## config.mk

```make
export PLATFORM = sky130hd
export DESIGN_NAME = pst_phase_scheduler
export DESIGN_NICKNAME = d
export VERILOG_FILES = /design/src/rtl/pst_pkg.sv /design/src/rtl/pst_phase_timebase.sv /design/src/rtl/pst_phase_scheduler.sv
export SDC_FILE = /design/constraint.sdc
export NUM_CORES = 1
export LEC_CHECK = 0
export CAP_MARGIN = 10
export CORE_AREA = 2 2 96 98
export DETAILED_ROUTE_END_ITERATION = 8
export DIE_AREA = 0 0 98 100
export GPL_ROUTABILITY_DRIVEN = 0
export PLACE_DENSITY = 0.84
export SYNTH_ARGS = -nofsm -noshare
export SYNTH_HDL_FRONTEND = slang
export SYNTH_SLANG_ARGS = --single-unit
```

## constraint.sdc

```tcl
create_clock -name clk -period 4.8 [get_ports clk]
set_clock_uncertainty 0.15 [all_clocks]
set_input_delay 0.96 -clock clk [delete_from_list [all_inputs] [get_ports clk]]
set_output_delay 0.96 -clock clk [all_outputs]
set_load 0.01 [all_outputs]
```

## src/rtl/pst_pkg.sv

```systemverilog
// Shared definitions for the theta-stack phase scheduler: state encoding and widths.
package pst_pkg;
  localparam int PHASE_W = 8;
  localparam int CNT_W   = 16;

  typedef enum logic [2:0] {
    ST_IDLE   = 3'd0,
    ST_WARMUP = 3'd1,
    ST_TRAIN  = 3'd2,
    ST_LOCKED = 3'd3,
    ST_FAULT  = 3'd4
  } pst_state_e;

  // States in which the timebase advances and stimulus reaches L1.
  function automatic logic is_run(input pst_state_e st);
    return (st == ST_WARMUP) || (st == ST_TRAIN) || (st == ST_LOCKED);
  endfunction
endpackage

```

## src/rtl/pst_phase_timebase.sv

```systemverilog
// Prescaler + 8-bit phase counter; cycle_start marks the first clock of phase 0.
module pst_phase_timebase
  import pst_pkg::*;
#(
  parameter logic [7:0] PHASE_DIV = 8'd1
) (
  input  logic               clk,
  input  logic               rst,
  input  logic               run,
  input  logic               clear,
  output logic [PHASE_W-1:0] phase,
  output logic               cycle_start,
  output logic               wrap
);
  logic [7:0]         pre_q, pre_d;
  logic [PHASE_W-1:0] phase_q, phase_d;
  logic               cs_q, cs_d;
  logic               started_q, started_d;
  logic               term;

  assign term = (pre_q == PHASE_DIV - 8'd1);
  // Wrap into phase 0 of a later cycle: the boundary-sample strobe.
  assign wrap = run && started_q && term && (phase_q == '1);

  always_comb begin
    pre_d     = pre_q;
    phase_d   = phase_q;
    started_d = started_q;
    cs_d      = 1'b0;
    if (clear) begin
      pre_d     = '0;
      phase_d   = '0;
      started_d = 1'b0;
    end else if (run) begin
      if (!started_q) begin
        // First clock after start: phase 0 is entered without advancing.
        started_d = 1'b1;
        cs_d      = 1'b1;
      end else if (term) begin
        pre_d   = '0;
        phase_d = phase_q + 1'b1;
        cs_d    = (phase_q == '1);
      end else begin
        pre_d = pre_q + 8'd1;
      end
    end
  end

  always_ff @(posedge clk or posedge rst) begin
    if (rst) begin
      pre_q     <= '0;
      phase_q   <= '0;
      cs_q      <= 1'b0;
      started_q <= 1'b0;
    end else begin
      pre_q     <= pre_d;
      phase_q   <= phase_d;
      cs_q      <= cs_d;
      started_q <= started_d;
    end
  end

  assign phase       = phase_q;
  assign cycle_start = cs_q;
endmodule

```

## src/rtl/pst_phase_scheduler.sv

```systemverilog
// Timebase and warm-up/train/locked schedule controller for the theta predictive stack.
module pst_phase_scheduler
  import pst_pkg::*;
#(
  parameter logic [7:0] PHASE_DIV     = 8'd1,
  parameter logic [7:0] WARMUP_CYCLES = 8'd16,
  parameter logic [7:0] ERR_LOCK      = 8'd8,
  parameter logic [7:0] LOCK_CYCLES   = 8'd4,
  parameter logic [7:0] ERR_UNLOCK    = 8'd32,
  parameter logic [7:0] MISS_LIMIT    = 8'd3
) (
  input  logic               clk,
  input  logic               rst,
  input  logic               start,
  input  logic               stop,
  input  logic [7:0]         stim_in,
  input  logic               fired_L1_in,
  input  logic [7:0]         error_L2_in,
  input  logic [7:0]         error_L3_in,
  output logic [PHASE_W-1:0] global_phase,
  output logic               cycle_start,
  output logic [7:0]         input_current,
  output logic               l3_freeze,
  output logic [2:0]         state,
  output logic [CNT_W-1:0]   cycle_count,
  output logic [7:0]         relearn_count,
  output logic [7:0]         err_l2_sample
);
  pst_state_e       state_q, state_d;
  logic [CNT_W-1:0] cnt_q, cnt_d;
  logic [7:0]       rel_q, rel_d;
  logic [7:0]       good_q, good_d;
  logic [7:0]       miss_q, miss_d;
  logic             fired_s_q, fired_s_d;
  logic [7:0]       e2_q, e2_d, e3_q, e3_d;
  logic             smp_vld_q, smp_vld_d;
  logic             freeze_q, freeze_d;
  logic             tb_run, tb_clear, wrap;

  assign tb_run   = is_run(state_q) && is_run(state_d);
  assign tb_clear = (state_d == ST_IDLE);

  pst_phase_timebase #(.PHASE_DIV(PHASE_DIV)) u_tb (
    .clk         (clk),
    .rst         (rst),
    .run         (tb_run),
    .clear       (tb_clear),
    .phase       (global_phase),
    .cycle_start (cycle_start),
    .wrap        (wrap)
  );

  // Samples are latched on the wrap edge and acted upon one clock later.
  always_comb begin
    state_d   = state_q;
    cnt_d     = cnt_q;
    rel_d     = rel_q;
    good_d    = good_q;
    miss_d    = miss_q;
    fired_s_d = fired_s_q;
    e2_d      = e2_q;
    e3_d      = e3_q;
    smp_vld_d = wrap;
    if (wrap) begin
      fired_s_d = fired_L1_in;
      e2_d      = error_L2_in;
      e3_d      = error_L3_in;
    end
    if (stop) begin
      state_d   = ST_IDLE;
      smp_vld_d = 1'b0;
    end else if (state_q == ST_IDLE) begin
      if (start) begin
        state_d = ST_WARMUP;
        cnt_d   = '0;
        rel_d   = '0;
        good_d  = '0;
        miss_d  = '0;
      end
    end else if (state_q != ST_FAULT && smp_vld_q) begin
      cnt_d  = (cnt_q == '1) ? cnt_q : cnt_q + 1'b1;
      miss_d = fired_s_q ? 8'd0 : ((miss_q == '1) ? miss_q : miss_q + 8'd1);
      if (state_q == ST_TRAIN)
        good_d = (e3_q <= ERR_LOCK) ? ((good_q == '1) ? good_q : good_q + 8'd1) : 8'd0;
      if (miss_d >= MISS_LIMIT) begin
        state_d = ST_FAULT;
      end else begin
        case (state_q)
          ST_WARMUP: if (cnt_d >= {8'd0, WARMUP_CYCLES}) state_d = ST_TRAIN;
          ST_TRAIN:  if (good_d >= LOCK_CYCLES) state_d = ST_LOCKED;
          ST_LOCKED: if (e3_q > ERR_UNLOCK) begin
            state_d = ST_TRAIN;
            good_d  = '0;
            rel_d   = (rel_q == '1) ? rel_q : rel_q + 8'd1;
          end
          default: ;
        endcase
      end
    end
    freeze_d = !((state_d == ST_TRAIN) || (state_d == ST_LOCKED));
  end

  always_ff @(posedge clk or posedge rst) begin
    if (rst) begin
      state_q   <= ST_IDLE;
      cnt_q     <= '0;
      rel_q     <= '0;
      good_q    <= '0;
      miss_q    <= '0;
      fired_s_q <= 1'b0;
      e2_q      <= '0;
      e3_q      <= '0;
      smp_vld_q <= 1'b0;
      freeze_q  <= 1'b1;
    end else begin
      state_q   <= state_d;
      cnt_q     <= cnt_d;
      rel_q     <= rel_d;
      good_q    <= good_d;
      miss_q    <= miss_d;
      fired_s_q <= fired_s_d;
      e2_q      <= e2_d;
      e3_q      <= e3_d;
      smp_vld_q <= smp_vld_d;
      freeze_q  <= freeze_d;
    end
  end

  assign input_current = is_run(state_q) ? stim_in : 8'd0;
  assign l3_freeze     = freeze_q;
  assign state         = state_q;
  assign cycle_count   = cnt_q;
  assign relearn_count = rel_q;
  assign err_l2_sample = e2_q;
endmodule
```

# --- Word level (Yosys, flattened, before mapping) ---
# Cells that the tools add are included.
word_totals:
  reg_bits: 80
  in_bits: 29
  out_inout_bits: 53
  wordCells: 116
op_classes:
  addsub: 6
  n_lt_le_gt_ge: 5
  n_eq_ne: 15
  n_mux: 51
  bitwise: 1
  reduce_logical: 24
ops:
  columns: ["op", "n"]
  rows:
  - ["2-to-1 mux 8 bit", 31]
  - ["2-to-1 mux 16 bit", 4]
  - ["adder 8 x 1 -> 8 bit (second input constant)", 5]
  - ["equality test 8 bit (second input constant)", 4]
  - ["2-to-1 mux 3 bit", 8]
  - ["adder 16 x 1 -> 16 bit (second input constant)", 1]
  - ["equality test 16 bit (second input constant)", 1]
  - ["greater-or-equal comparator 16 x 5 -> 1 bit (second input constant)", 1]
  - ["equality test 3 x 2 -> 1 bit (second input constant)", 4]
  - ["nonzero test 2 bit", 6]
  - ["one-hot mux 3 bit (3 select lines)", 1]
  - ["greater-or-equal comparator 8 x 2 -> 1 bit (second input constant)", 1]
  - ["greater-or-equal comparator 8 x 3 -> 1 bit (second input constant)", 1]
  - ["> comparator 8 x 6 -> 1 bit (second input constant)", 1]
  - ["<= comparator 8 x 4 -> 1 bit (second input constant)", 1]
  - ["logical NOT 8 bit", 1]
  - ["2-to-1 mux 1 bit", 7]
  - ["AND reduction 7 bit", 1]
  - ["equality test 3 x 1 -> 1 bit (second input constant)", 2]
  - ["logical NOT 3 bit", 2]
  - ["!= test 2 bit (second input constant)", 3]
  - ["AND reduction 3 bit", 2]
  - ["logical AND 1 bit", 5]
  - ["logical OR 1 bit", 5]
  - ["other kinds (4)", 4]

# --- Longest topological paths before layout ---
# Gate-level depths: netlist of the first run.
depth:
  word_depth: 22
  mapped_depth: 12
  mapped_depth_nobuf: 9

# --- Hierarchy ---
# From an unflattened synthesis of the first run, not the netlist that was laid out.
unflattened:
  hier_cells: 503
  area_unflattened_um2: 4653.2
by_module_without_submodules:
  columns: ["mod", "instances", "cells_each", "area_per_inst_um2"]
  rows:
  - ["pst_phase_scheduler", 1, 406, 3694.8]
  - ["pst_phase_timebase", 1, 97, 958.4]

# --- Worst setup path before layout of the first run ---
# OpenSTA, ideal clock, no wires.
synth_timing:
  path_kind: "input port to flip-flop"
  startpoint: "input port stop"
  endpoint: "register u_tb.pre_q[6]"
  setup_time_ns: 0.125
  t_arrival_ns: 2.876
  t_required_ns: 4.525
  path_slack_ns: 1.649
  stages: 9
  n_path_buf: 2
  path_cell_list: "clkbuf_1 -> or3_1 -> o41a_1 -> o211ai_1 -> and2_0 -> clkbuf_1 -> nor2_1 -> nand3_1 -> mux2_2"
synth_via:
  elab_chain_cells: 7
  elab_cells_between_ends: 12
  cone_classes: "eq/ne (3); mux (2); reduce/logical (7)"
synth_rtl:
  columns: ["item", "line_no", "source"]
  rows:
  - ["start: declaration", "pst_phase_scheduler.sv:15", "input logic stop,"]
  - ["2-to-1 mux 3 bit (*)", "pst_phase_scheduler.sv:69", "if (stop) begin"]
  - ["equality test 3 x 1 -> 1 bit / equality test 3 x 2 -> 1 bit (equally long branches)", "pst_pkg.sv:16", "return (st == ST_WARMUP) || (st == ST_TRAIN) || (st == ST_LOCKED);"]
  - ["logical OR 1 bit (2 in series)", "pst_pkg.sv:16", null]
  - ["logical AND 1 bit", "pst_phase_scheduler.sv:40", "assign tb_run = is_run(state_q) && is_run(state_d);"]
  - ["nonzero test 2 bit (no line)", null, null]
  - ["AND reduction 2 bit (no line)", null, null]
  - ["end signal: assignment", "pst_phase_timebase.sv:56", "pre_q <= pre_d;"]
  - ["end: declaration", "pst_phase_timebase.sv:15", "logic [7:0] pre_q, pre_d;"]
# Mark *: on every way between the ends. The rest lies on a longest branch, timed or not.
# A chain may end at the register's enable or synchronous reset.

# --- Worst setup path in the final report of the first run ---
layout_timing:
  startpoint: "register u_tb.pre_q[0]"
  endpoint: "register e2_q[2] (netlist: err_l2_sample[2])"
layout_via:
  elab_chain_cells: 3
layout_rtl:
  columns: ["item", "line_no", "source"]
  rows:
  - ["logical NOT 8 bit", "pst_phase_timebase.sv:21", "assign term = (pre_q == PHASE_DIV - 8'd1);"]
  - ["logical AND 1 bit (2 in series)", "pst_phase_timebase.sv:23", "assign wrap = run && started_q && term && (phase_q == '1);"]
  - ["end signal: assignment", "pst_phase_scheduler.sv:111", "e2_q <= '0;"]
  - ["end signal: assignment", "pst_phase_scheduler.sv:122", "e2_q <= e2_d;"]
  - ["end: declaration", "pst_phase_scheduler.sv:35", "logic [7:0] e2_q, e2_d, e3_q, e3_d;"]
# Every way passes these cells.

==> flow_summary.ini, run 1 <==
[status]
status = complete, no violations

[setup_path]
critPathMaxFanout = 20
crit_top_cell = nand2_1
end_kind = register
crit_arrival_ns = 3.78
cp-start-kind = register
slowest_stage = or3_1
path_cells = inv_1 > ha_1 > nor4b_1 > nand2_1 > or3_1 > nor3_1 > nand2_1 > o211ai_1 > o41ai_2
crit_buf_inv = 1
crit_end = err_l2_sample[2]
reg2reg_to = err_l2_sample[2]
r2r-start = u_tb.pre_q[0]
crit_type = register to register
critPathTopFamily = simple AND/OR/NAND/NOR gates
cpPeakStageDelay_ns = 0.78
reg2reg_setup_slack_ns = 1.08
rr_worst_depth = 9
required_ns = 4.86
crit_path_start = u_tb.pre_q[0]
path_depth = 9

[final_layout]
syn_to_final_growth_pct = 20.50
drive_gt1_share_pct = 11.40
fin_nets = 654
regArea_sq_mm = 0.002003
multiInputGateArea_sq_mm = 0.002735
fillCellCount = 710
final_cells = 734
antennaDiodeCount = 0
fin_area_sq_mm = 0.006031

[global_route]
grt_max_degree = 63
gr-usage-all-layers_pct = 25.65
grt_pass1_vias = 4333
grt_pass1_wl_um = 20780
antenna_found_initial = 0
grt-ovfl-total = 0

[detailed_routing]
wirelength_um = 12370
dr.first_iter.drc_count = 290
via_count = 4585
viasPerCell = 6.247
firstDrtPassIters = 7
wl_per_cell_um = 16.85
detail-route-antenna-nets = 0
drc = 0

[cts]
htree_levels = 3
cts_buffers = 9
ctsHoldBuffers = 0
clock-sinks = 80
cts_tree = built
clk_pin_slew_ns = 0.08
cts_resized = 0
root_buffer = clkbuf_8
worstSkewPairLatency_ns = 0.36
postCtsSetupBuffers = 0
cts_buffer_depth = 2

[timing]
hold_viol_final = 0
period_needed_ns = 3.720
timing.final.crit_share_pct = 77.50
drv_slew = 0
slew-limit-headroom_pct = 30.80
final.setup.worst_slack_ns = 1.080
tightest_slew_ns = 1.038
finalSetupTns_ns = 0
clock.fmax_ghz = 0.2688
setup_viol = 0
rsz0062_at_grt = false

[hold_path]
min_path_type = register to register

[synthesis]
synth_top_cell_by_area = dfrtp_1
netlist_instances = 552
syn_nets = 588
avgSynthCellArea_sq_um = 9.067
yosysWarnings = 0
ys_types = 67
synth_ff_type = dfrtp_1
synth_top_area_share_pct = 39.50
ys_seq_area_share_pct = 40.03
ys_top_cells_by_area = dfrtp_1 (40%), o41ai_2 (5.9%), o21ai_0 (4.8%), nor2_1 (3.6%), nand2_1 (3.1%)
ys_seq_elements = 80
netlist_area_sq_mm = 0.005005
synth_edf_count = 0
async_flop_share_pct = 100.0
synth_most_common_cell = dfrtp_1
synthTopCellsByCount = dfrtp_1 (79), nor2_1 (48), o21ai_0 (48)

[placed_design]
place_area_sq_mm = 0.005857
io_buffer_count = 81
place_hpwl_um = 8687
post-place-cells = 718
pre_cts_slack_ns = 0.9848

[die]
coreArea_sq_mm = 0.008890
dieArea_sq_mm = 0.009800
top_level_ports = 82
die_h_um = 100
start_util_pct = 56.30
rows = 35
die_w_um = 98

[power]
power.leakage_nw = 2.526
finalPower_mw = 1.524
peakVddDrop_mv = 0.1173
power_density_mw_per_mm2 = 252.8

[job]
cap_violations = 0
==> how the worst min path moves through the flow <==
stage	startpoint	endpoint	slack, ns	cells after the start
after detailed placement	u_tb.pre_q[7]	u_tb.pre_q[7]	0.32	1
after global placement	u_tb.pre_q[7]	u_tb.pre_q[7]	0.32	1
final	u_tb.pre_q[7]	u_tb.pre_q[7]	0.34	1
after global routing	u_tb.pre_q[7]	u_tb.pre_q[7]	0.37	1
after floorplan	u_tb.pre_q[7]	u_tb.pre_q[7]	0.30	1
after CTS	u_tb.pre_q[7]	u_tb.pre_q[7]	0.34	1
==> final cells by class <==
class	instances	share of cell area [%]
Tap cell	111	2.303
Clock buffer	12	2.407
Clock inverter	4	0.4772
Timing Repair Buffer	88	14.32
Multi-Input combinational cell	408	45.35
Sequential cell	80	33.22
Inverter	31	1.929
==> per-stage QoR <==
step / util [%] / hold slack [ns]
finish: 67.84 / 0.3350
CTS: 67.84 / 0.3375
global route: 67.84 / 0.3694
detailed placement: 65.88 / 0.3236
global placement: 65.88 / 0.3231
floorplan: - / 0.2967
==> worst reg2reg max path: cells and delay by family (launching register included) <==
kind                       cells  cell delay, ns
and+or+nand+nor                5            2.24
AOI/OAI and AO/OA              2            0.57
DFF                            1            0.43
adders and majority gates      1            0.13
buffers and inverters          1            0.08
==> cells in the final DEF (no fill, tap or decap), drive strengths merged, types with 20 or more instances in the layout <==
master,n
nor2,48
o21ai,50
nand2,42
clkdlybuf4s50,81
dfrtp,79
o41ai,20
a21oi,31
nand3,22
o211ai,21
inv,32
==> flip-flops by register name (all words and copies together) (netlist names) <==
| signal | flops |
|---|---|
| e3_q | 8 |
| smp_vld_q | 1 |
| state | 3 |
| miss_q | 8 |
| cycle_count | 16 |
| relearn_count | 8 |
| good_q | 8 |
| l3_freeze | 1 |
| u_tb.started_q | 1 |
| u_tb.phase | 8 |
| err_l2_sample | 8 |
| u_tb.pre_q | 8 |
| u_tb.cycle_start | 1 |
| fired_s_q | 1 |
==> power breakdown <==
group | internal [mW] | switching, mW
Combinational | 0.133 | 0.220
Clock | 0.204 | 0.252
Sequential | 0.689 | 0.0267
==> routing by layer <==
layer | global-route usage, % | wire length (um) | vias to the layer above
li1 | - | - | 2176
met5 | 0 | 0 | -
met3 | 3.760 | 646 | 20
met1 | 34.31 | 5350 | 2239
met2 | 43.26 | 6171 | 150
met4 | 8.440 | 197 | 0
==> cell families (layout without fill, tap and decap cells) <==
family                   after synthesis  in the layout  share of synthesized area [%]
adder cells (fa/ha/maj)                7              7                          1.750
multiplexers                           7              7                          1.475
XOR/XNOR                              18             18                          3.300
flip-flops                            80             80                          40.03
AND/OR/NAND/NOR                      206            206                          21.82
AO/OA/AOI/OAI                        170            170                          26.23
buffers and inverters                 64            135                          5.400
No activity file was read; power rests on OpenSTA's default activity.
==> inputs of run 2 (changes only) <==
Settings changed: CORE_AREA 2 2 96 98 to 2 2 105 107, DIE_AREA 0 0 98 100 to 0 0 107 109, PLACE_DENSITY 0.84 to 0.74.
Clock period 4.8 ns to 3.4 ns, I/O delays scaled along.
==> run 2 against run 1 <==
Compared with the run above:
- cell count increased by 6.4%
- sequential cell count stayed put
- routed wire length increased by 4.5%
- worst hold slack better by 0.015 ns
- cell area is 4.9% higher
- utilization shrank 8.2 points
- critical endpoint is now err_l2_sample[5]
- highest routed layer unchanged
==> flow_summary.ini, run 2 (same netlist as run 1, synthesis figures left out) <==
[setup_path]
cpPeakStageDelay_ns = 0.60
critPathMaxFanout = 20
path_depth = 10
cp-start-kind = register
crit_buf_inv = 2
end_kind = register
reg2reg_setup_slack_ns = 0.19
critPathTopFamily = simple AND/OR/NAND/NOR gates
crit_type = register to register
required_ns = 3.50
path_cells = nand4_2 > or4_4 > buf_4 > and3_1 > a31o_2 > nand4_4 > o21a_1 > a21oi_2 > buf_12 > o41ai_2
crit_arrival_ns = 3.31
slowest_stage = or4_4
rr_worst_depth = 10
r2r-start = cycle_count[11]
reg2reg_to = err_l2_sample[5]

[cts]
worstSkewPairLatency_ns = 0.36
root_buffer = clkbuf_8
cts_tree = built
clock-sinks = 80
cts_buffer_depth = 2
cts_buffers = 9
clk_pin_slew_ns = 0.08
ctsHoldBuffers = 0
htree_levels = 3

[detailed_routing]
detail-route-antenna-nets = 0
wl_per_cell_um = 16.55
viasPerCell = 6.004
drc = 0
dr.first_iter.drc_count = 324
wirelength_um = 12930
via_count = 4689
firstDrtPassIters = 6

[timing]
setup_viol = 0
drv_slew = 0
period_needed_ns = 3.210
slew-limit-headroom_pct = 53.92
rsz0062_at_grt = false
finalSetupTns_ns = 0
clock.fmax_ghz = 0.3115
timing.final.crit_share_pct = 94.41
tightest_slew_ns = 0.6904
hold_viol_final = 0
final.setup.worst_slack_ns = 0.1902

[final_layout]
syn_to_final_growth_pct = 26.45
fin_nets = 672
drive_gt1_share_pct = 14.82
antennaDiodeCount = 0
mostFrequentLayoutCells = clkdlybuf4s50_1 (81), dfrtp_1 (77), o21ai_0 (48), nor2_1 (48), nand2_1 (42)
largest_register_ff_count = 16
utilization_pct = 59.69
fin_area_sq_mm = 0.006329
final_common_cell = clkdlybuf4s50_1
fillCellCount = 892

[power]
p_sw_share_pct = 30.77
power_density_mw_per_mm2 = 363.6
p_seq_share_pct = 44.0
clkPwrFrac_pct = 32.4
p_sw_uw = 708.2
finalPower_mw = 2.301
power.leakage_nw = 2.644
combPwrFrac_pct = 23.7
p_int_mw = 1.593
peakVddDrop_mv = 0.2087

[die]
die_w_um = 107
rows = 38
coreArea_sq_mm = 0.01060
die_h_um = 109
dieArea_sq_mm = 0.01166
start_util_pct = 47.20
top_level_ports = 82

[hold_path]
hold_depth = 1
min_to = u_tb.pre_q[7]
hold_start = u_tb.pre_q[7]
min_path_type = register to register

[placed_design]
place_hpwl_um = 9036
place_area_sq_mm = 0.006055
pre_cts_slack_ns = -0.003667
io_buffer_count = 81

[global_route]
gr-usage-all-layers_pct = 23.00
grt-ovfl-total = 0
grt_max_degree = 39
grt_pass1_wl_um = 21640
grt_pass1_vias = 4636
antenna_found_initial = 0

[job]
cap_violations = 0

[status]
status = complete, no violations
-- run 2: cell types whose count changed in the layout (fill, tap and decap cells not counted), moves of 2 or more --
cell | previous run | this run
buf_12 | 0 | 2
buf_4 | 7 | 23
clkbuf_8 | 10 | 12
dfrtp_1 | 79 | 77
dfrtp_2 | 0 | 2
-- run 2: power by group through the flow --
stage / logic [mW] / clock network (mW) / registers (mW)
after CTS: 0.539 / 0.760 / 1.01
after detailed placement: 0.535 / 0 / 1.03
final: 0.545 / 0.744 / 1.01
after floorplan: 0.317 / 0 / 1.03
after global placement: 0.523 / 0 / 1.03
after global routing: 0.594 / 0.793 / 1.02
-- run 2: cell type report --
cell class / count / area (sq um) / area share (%)
Multi-Input combinational cell: 408 / 2796 / 44.19
Sequential cell: 80 / 2006 / 31.69
Timing Repair Buffer: 106 / 1023 / 16.17
Tap cell: 140 / 175.2 / 2.768
Clock buffer: 14 / 172.7 / 2.728
Inverter: 31 / 117.6 / 1.858
Clock inverter: 2 / 37.54 / 0.5931
-- run 2: worst max-delay path by stage --
stage                     slack (ns)            start               end
after floorplan                 0.36   cycle_count[9]           e3_q[2]
after global placement          0.18   cycle_count[0]  err_l2_sample[2]
after detailed placement      -0.004   cycle_count[0]  err_l2_sample[3]
after CTS                       0.09   cycle_count[0]  err_l2_sample[5]
after global routing            0.04  cycle_count[11]           e3_q[5]
final                           0.19  cycle_count[11]  err_l2_sample[5]
-- run 2: repair_timing --
action | CTS | global route
setup endpoints to repair | 5 | 19
resized for setup | 1 | 9
buffers inserted | 0 | 0
-- run 2: per-stage QoR --
stage,cells,hold WS [ns]
4_1_cts,781,0.3386
3_5_place_dp,765,0.3232
2_1_floorplan,552,0.2967
6_report,781,0.3500
3_3_place_gp,765,0.3233
5_1_grt,781,0.3737
-- run 2: metal layers --
| metal | wire length, um | GRT usage (%) | part of all wire [%] |
|---|---|---|---|
| met3 | 744 | 2.989 | 5.8 |
| met2 | 6479 | 40.22 | 50 |
| met4 | 243 | 9.091 | 1.9 |
| met1 | 5457 | 29.00 | 42 |
| met5 | 0 | 0 | 0 |
==> inputs of run 3 (changes only) <==
Settings changed: CAP_MARGIN 10 to 20.
==> results of run 3 <==
Final layout, timing and power as in run 2 (identical DEF).
